--- src/rtl/bus_pkg.sv ---
// Shared bus definitions: command encoding and default widths used by the CPU core,
// memory and the bus arbiter.
package bus_pkg;

  localparam int BUS_ADDR_W = 16;
  localparam int BUS_DATA_W = 16;

  typedef enum logic [1:0] {
    NOP   = 2'b00,
    READ  = 2'b01,
    WRITE = 2'b10
  } bus_cmd_t;

  typedef enum logic [1:0] {
    ARB_IDLE    = 2'b00,
    ARB_WAIT    = 2'b01,
    ARB_RECOVER = 2'b10
  } arb_state_t;

  // Only READ and WRITE reach memory; NOP and the unused 2'b11 complete locally.
  function automatic logic is_mem_cmd(input logic [1:0] cmd);
    return (cmd == READ) || (cmd == WRITE);
  endfunction

endpackage

--- src/rtl/bus_rr_picker.sv ---
// Combinational round-robin priority encoder: returns the first pending index
// at or after ptr, wrapping from NREQ-1 back to 0.
module bus_rr_picker #(
  parameter int NREQ  = 2,
  parameter int IDX_W = 1
) (
  input  logic [NREQ-1:0]  pending,
  input  logic [IDX_W-1:0] ptr,
  output logic             valid,
  output logic [IDX_W-1:0] idx
);

  int j;

  // Scan from the farthest candidate down so the nearest pending one wins.
  always_comb begin
    valid = 1'b0;
    idx   = '0;
    j     = 0;
    for (int k = NREQ - 1; k >= 0; k--) begin
      j = int'(ptr) + k;
      if (j >= NREQ) j = j - NREQ;
      if (pending[j]) begin
        valid = 1'b1;
        idx   = IDX_W'(j);
      end
    end
  end

endmodule

--- src/rtl/bus_arbiter.sv ---
// Round-robin arbiter sharing one toggle-handshake memory bus among NREQ requesters.
// Optional WAIT-state timeout with forced completion when BUS_ARB_TIMEOUT_EN is defined.
module bus_arbiter
  import bus_pkg::*;
#(
  parameter int NREQ           = 2,
  parameter int ADDR_W         = BUS_ADDR_W,
  parameter int DATA_W         = BUS_DATA_W,
  parameter int TIMEOUT_CYCLES = 255,
  localparam int IDX_W         = $clog2(NREQ)
) (
  input  logic                   sysclk,
  input  logic                   reset,
  input  logic [NREQ*ADDR_W-1:0] req_addr,
  input  logic [NREQ*2-1:0]      req_cmd,
  input  logic [NREQ-1:0]        req_run,
  input  logic [NREQ*DATA_W-1:0] req_wr_data,
  output logic [NREQ*DATA_W-1:0] req_rd_data,
  output logic [NREQ-1:0]        req_done,
  output logic [ADDR_W-1:0]      mem_addr,
  output logic [1:0]             mem_cmd,
  output logic                   mem_run,
  output logic [DATA_W-1:0]      mem_wr_data,
  input  logic [DATA_W-1:0]      mem_rd_data,
  input  logic                   mem_done,
  output logic [IDX_W-1:0]       grant_id,
  output logic                   busy,
  output logic                   timeout_err,
  output logic [1:0]             fsm_state
);

  // Handshake: a side starts a transaction by toggling run (holding addr/cmd/data
  // stable); the other side completes it by making done equal run again.
  // A port is pending whenever run != done.

  arb_state_t              state, state_n;
  logic [IDX_W-1:0]        rr_ptr, rr_ptr_n;
  logic [IDX_W-1:0]        grant_n;
  logic [NREQ-1:0]         req_done_n;
  logic [NREQ*DATA_W-1:0]  req_rd_data_n;
  logic [ADDR_W-1:0]       mem_addr_n;
  logic [1:0]              mem_cmd_n;
  logic                    mem_run_n;
  logic [DATA_W-1:0]       mem_wr_data_n;

  logic [NREQ-1:0]         pending;
  logic                    pick_valid;
  logic [IDX_W-1:0]        pick_idx;
  logic [1:0]              pick_cmd;
  logic                    mem_complete;

  assign pending      = req_run ^ req_done;
  assign pick_cmd     = req_cmd[pick_idx*2 +: 2];
  assign mem_complete = (mem_done == mem_run);
  assign busy         = (state != ARB_IDLE);
  assign fsm_state    = state;

  bus_rr_picker #(
    .NREQ  (NREQ),
    .IDX_W (IDX_W)
  ) u_picker (
    .pending (pending),
    .ptr     (rr_ptr),
    .valid   (pick_valid),
    .idx     (pick_idx)
  );

`ifdef BUS_ARB_TIMEOUT_EN
  localparam int CNT_W = $clog2(TIMEOUT_CYCLES + 1);
  logic [CNT_W-1:0] wait_cnt, wait_cnt_n;
  logic             timeout_err_n;
`endif

  always_comb begin
    state_n       = state;
    rr_ptr_n      = rr_ptr;
    grant_n       = grant_id;
    req_done_n    = req_done;
    req_rd_data_n = req_rd_data;
    mem_addr_n    = mem_addr;
    mem_cmd_n     = mem_cmd;
    mem_run_n     = mem_run;
    mem_wr_data_n = mem_wr_data;
`ifdef BUS_ARB_TIMEOUT_EN
    wait_cnt_n    = wait_cnt;
    timeout_err_n = timeout_err;
`endif
    case (state)
      ARB_IDLE: begin
        if (pick_valid) begin
          grant_n  = pick_idx;
          rr_ptr_n = (pick_idx == IDX_W'(NREQ - 1)) ? '0 : pick_idx + 1'b1;
          if (is_mem_cmd(pick_cmd)) begin
            mem_addr_n    = req_addr[pick_idx*ADDR_W +: ADDR_W];
            mem_cmd_n     = pick_cmd;
            mem_wr_data_n = req_wr_data[pick_idx*DATA_W +: DATA_W];
            mem_run_n     = ~mem_run;
            state_n       = ARB_WAIT;
`ifdef BUS_ARB_TIMEOUT_EN
            wait_cnt_n    = '0;
`endif
          end else begin
            req_done_n[pick_idx] = ~req_done[pick_idx];
          end
        end
      end
      ARB_WAIT: begin
        if (mem_complete) begin
          if (mem_cmd == READ) req_rd_data_n[grant_id*DATA_W +: DATA_W] = mem_rd_data;
          req_done_n[grant_id] = ~req_done[grant_id];
          state_n              = ARB_IDLE;
        end
`ifdef BUS_ARB_TIMEOUT_EN
        else if (wait_cnt == CNT_W'(TIMEOUT_CYCLES - 1)) begin
          // Give up on the requester but keep the memory port reserved until it answers.
          if (mem_cmd == READ) req_rd_data_n[grant_id*DATA_W +: DATA_W] = '1;
          req_done_n[grant_id] = ~req_done[grant_id];
          timeout_err_n        = 1'b1;
          state_n              = ARB_RECOVER;
        end else begin
          wait_cnt_n = wait_cnt + 1'b1;
        end
`endif
      end
      ARB_RECOVER: begin
        if (mem_complete) state_n = ARB_IDLE;
      end
      default: state_n = ARB_IDLE;
    endcase
  end

  always_ff @(posedge sysclk) begin
    if (reset) begin
      state       <= ARB_IDLE;
      rr_ptr      <= '0;
      grant_id    <= '0;
      req_done    <= '0;
      req_rd_data <= '0;
      mem_addr    <= '0;
      mem_cmd     <= NOP;
      mem_run     <= 1'b0;
      mem_wr_data <= '0;
    end else begin
      state       <= state_n;
      rr_ptr      <= rr_ptr_n;
      grant_id    <= grant_n;
      req_done    <= req_done_n;
      req_rd_data <= req_rd_data_n;
      mem_addr    <= mem_addr_n;
      mem_cmd     <= mem_cmd_n;
      mem_run     <= mem_run_n;
      mem_wr_data <= mem_wr_data_n;
    end
  end

`ifdef BUS_ARB_TIMEOUT_EN
  always_ff @(posedge sysclk) begin
    if (reset) begin
      wait_cnt    <= '0;
      timeout_err <= 1'b0;
    end else begin
      wait_cnt    <= wait_cnt_n;
      timeout_err <= timeout_err_n;
    end
  end
`else
  assign timeout_err = 1'b0;
`endif

endmodule

--- config.mk ---
export PLATFORM = sky130hd
export DESIGN_NAME = bus_arbiter
export DESIGN_NICKNAME = d
export VERILOG_FILES = /design/src/rtl/bus_pkg.sv /design/src/rtl/bus_rr_picker.sv /design/src/rtl/bus_arbiter.sv
export SDC_FILE = /design/constraint.sdc
export NUM_CORES = 1
export LEC_CHECK = 0
export BUFFER_PORTS_ARGS = -buffer_cell sky130_fd_sc_hd__buf_2
export CORE_AREA = 2 2 84 86
export DETAILED_ROUTE_END_ITERATION = 8
export DIE_AREA = 0 0 86 88
export GPL_ROUTABILITY_DRIVEN = 0
export HOLD_SLACK_MARGIN = 0.03
export PLACE_DENSITY = 0.9
export SYNTH_ARGS = -nofsm -noshare
export SYNTH_HDL_FRONTEND = slang
export SYNTH_SLANG_ARGS = --single-unit
--- constraint.sdc ---
create_clock -name sysclk -period 3.4 [get_ports sysclk]
set_input_delay 0.34 -clock sysclk [delete_from_list [all_inputs] [get_ports sysclk]]
set_output_delay 0.34 -clock sysclk [all_outputs]
set_load 0.02 [all_outputs]
==> results by group <==
Run status
  – Status: complete, no violations

Timing
  – Final Hold Fails: 0
  – Worst Tran Pin Value: 0.918 ns
  – RSZ-0062 raised after global routing: false
  – Clk_skew: 0.00810 ns
  – Final hold slack: 0.250 ns
  – Max Clock Freq: 474 MHz
  – Relative slew slack: 38.8%
  – Sum Neg Setup Slack: 0 ns
  – Fin crit period: 2.11 ns
  – Slew Viols, Final: 0
  – Worst setup margin: 1.29 ns
  – Fin crit share: 62.0%
  – Final setup fails: 0

Hold path
  – Worst min path class: primary input to flip-flop
  – Worst Min Path Start: mem_rd_data[6]

Power and ir drop
  – Worst vdd ir: 0.442 mV
  – Pwr per Cell Area: 841 nW/um^2
  – Leak: 2.13 nW
  – Total power: 3.42 mW

Cells and area
  – Diode count: 0
  – Fraction of layout cells with a size suffix above 1: 41.2%
  – Fill count: 577
  – Cell Count, Final, Fillers Out: 539
  – Area grow syn2layout: 33.1%
  – Final Net Count: 543

Placement
  – Post-DP HPWL: 5.39 mm
  – I/O Buffers: 160
  – Placed Cells: 523
  – Post-place setup slack: 1.23 ns

Detailed routing
  – Routed wire length: 7.22 mm
  – DRC Markers: 0
  – DR iter-0 viols: 60
  – Pre-Repair DR Iteration Count: 4
  – Routed vias/inst: 5.00
  – Wire length per cell: 13.4 microns
  – Routed Antenna Nets: 0
  – Routed vias: 2,693

Global routing
  – First-pass GRT wire length: 11.4 mm
  – Overflow after GRT: 0
  – Vias in the first global route: 2,546
  – All-Layer GR Usage: 19.0%
  – Largest net degree at the start of global routing: 69
  – Antenna violations before repair: 0

Yosys
  – Count of state elements after synthesis: 72
  – Most frequent cells after synthesis: dfxtp_1, nor2_1, mux2i_1, a211oi_1
  – Yosys top cell by area: dfxtp_1
  – Post-synth top area share: 47.1%
  – Synth Warn #: 0
  – Cell variety after synth: 27
  – Syn Area/Cell: 10.1 sq um
  – Main synth FF type: dfxtp_1
  – Ys async rst share: 0%
  – Post-synthesis sequential area ratio: 47.1%
  – Cells after Synth: 303
  – Top post-synthesis cells by area: dfxtp_1, mux2i_1, nor2_1, a211oi_1, buf_6
  – Post-synth EDFFs: 0
  – Most frequent cell after synthesis: dfxtp_1
  – Post-synthesis cell area: 3060 sq um

Floorplan
  – Die ar.: 7570 sq um
  – Die height: 88 microns
  – Row count: 30
  – Core area: 6640 sq um
  – Initial Util: 46.0%
  – Horiz. Die Dim: 86 microns
  – Number of I/O pins: 163

Worst setup path
  – CP required: 3.63 ns
  – Crit path kind: flip-flop to flip-flop
  – Crit path launch: req_done[0]$_SDFFE_PP0P_
  – Cell at the slowest stage of the critical path: buf_4
  – R2r setup slk: 1.29 ns
  – CP Capture Type: flip-flop
  – Worst Path Max Fanout: 68
  – CP Launch Type: flip-flop
  – R2R Path End: mem_wr_data[11]$_SDFFE_PP0P_
  – Worst R2R Path Depth: 6
  – WP data arrival: 2.34 ns
  – Worst path cell trace: xor2_1 > a211oi_1 > a211oi_4 > buf_4 > nor2_1 > a211oi_1
  – Crit path top cell by count: a211oi_1
  – Critical Path Sink: mem_wr_data[11]$_SDFFE_PP0P_
  – Worst flop-to-flop path startpoint: req_done[0]$_SDFFE_PP0P_
  – Critical path's largest stage delay: 0.54 ns

CTS
  – CTS tree: done
  – Clock Latency Late Sink: 0.33 ns
  – Clk slew on worst S/H paths: 0.08 ns
  – Cts hold-fix bufs: 0
  – H-tree depth: 3
  – Cts repair resizes: 0
  – Clock tree sinks: 72
  – Post-CTS Setup Repair Bufs: 0
  – Num CTS Buffers: 9
  – CTS max path bufs: 2
  – Root Driver: clkbuf_8

Run
  – Max-Cap Viols: 0
[metrics by stage]
step / util, % / cell area, sq um
2_1_floorplan: - / 3060
3_3_place_gp: 58.0 / 3850
3_5_place_dp: 58.0 / 3850
4_1_cts: 61.3 / 4070
5_1_grt: 61.3 / 4070
6_report: 61.3 / 4070
[cell usage in the layout (no fill, tap or decap), types with 3 or more instances in the layout]
cell | synthesis | final
buf_2 | 6 | 160
dfxtp_1 | 72 | 72
nor2_1 | 69 | 69
mux2i_1 | 64 | 64
a211oi_1 | 32 | 32
clkbuf_8 | 0 | 10
a21oi_1 | 7 | 7
xnor2_1 | 5 | 5
buf_4 | 6 | 5
a211oi_2 | 5 | 4
nor3b_1 | 3 | 3
clkinv_2 | 0 | 3
[critical path: cells and delay by family, from the launching register on]
kind                   cells  cell delay (ns)
buffers and inverters      1             0.54
flip-flops                 1             0.42
AO/OA/AOI/OAI              3             0.65
XOR/XNOR                   1             0.26
AND/OR/NAND/NOR            1             0.09
[final cells by class]
cell class / count / area [sq um] / share of cell area [%]
Multi-Input combinational cell: 204 / 1470 / 36.0
Sequential cell: 72 / 1440 / 35.4
Timing Repair Buffer: 165 / 838 / 20.6
Clock buffer: 10 / 138 / 3.38
Tap cell: 80 / 100 / 2.46
Clock inverter: 6 / 82.6 / 2.03
Inverter: 2 / 7.51 / 0.184
[state kept, by name (all words and copies together), names as in the netlist]
register	flops
mem_cmd	2
req_rd_data	32
fsm_state	1
rr_ptr	1
grant_id	1
mem_wr_data	16
mem_run	1
mem_addr	16
req_done	2
[where the power goes]
part	switching [mW]	total, mW	leakage (nW)	internal [mW]
Clock	0.309	0.739	0.112	0.429
Combinational	0.904	1.47	1.43	0.566
Sequential	0.141	1.22	0.589	1.08
Total	1.35	3.42	2.13	2.07
[how the worst min path moves through the flow]
stage                                    to  cells after the start
6_report       req_rd_data[22]$_SDFFE_PP0P_                      3
5_1_grt         req_rd_data[6]$_SDFFE_PP0P_                      3
4_1_cts        req_rd_data[22]$_SDFFE_PP0P_                      3
3_5_place_dp    req_rd_data[6]$_SDFFE_PP0P_                      2
3_3_place_gp   req_rd_data[27]$_SDFFE_PP0P_                      2
2_1_floorplan  req_rd_data[16]$_SDFFE_PP0P_                      2
[cells by family (layout without fill, tap and decap cells)]
kind of cell / Yosys count / after routing / synth area share, %
AND/OR/NAND/NOR: 81 / 81 / 11.5
buffers and inverters: 28 / 183 / 5.89
flip-flops: 72 / 72 / 47.1
other: 1 / 2 / 0.123
multiplexers: 65 / 65 / 21.3
AO/OA/AOI/OAI: 49 / 49 / 12.1
XOR/XNOR: 7 / 7 / 2.00
[routing by layer]
metal	share of wire (%)	routed length (microns)	vias up	track usage [%]
met5	0	0	-	0
met4	0.94	68	0	8.08
li1	-	-	1361	-
met1	42	3060	1201	22.1
met2	47	3400	124	32.0
met3	9.6	693	7	6.31
Power figures use the tool's default switching activity.
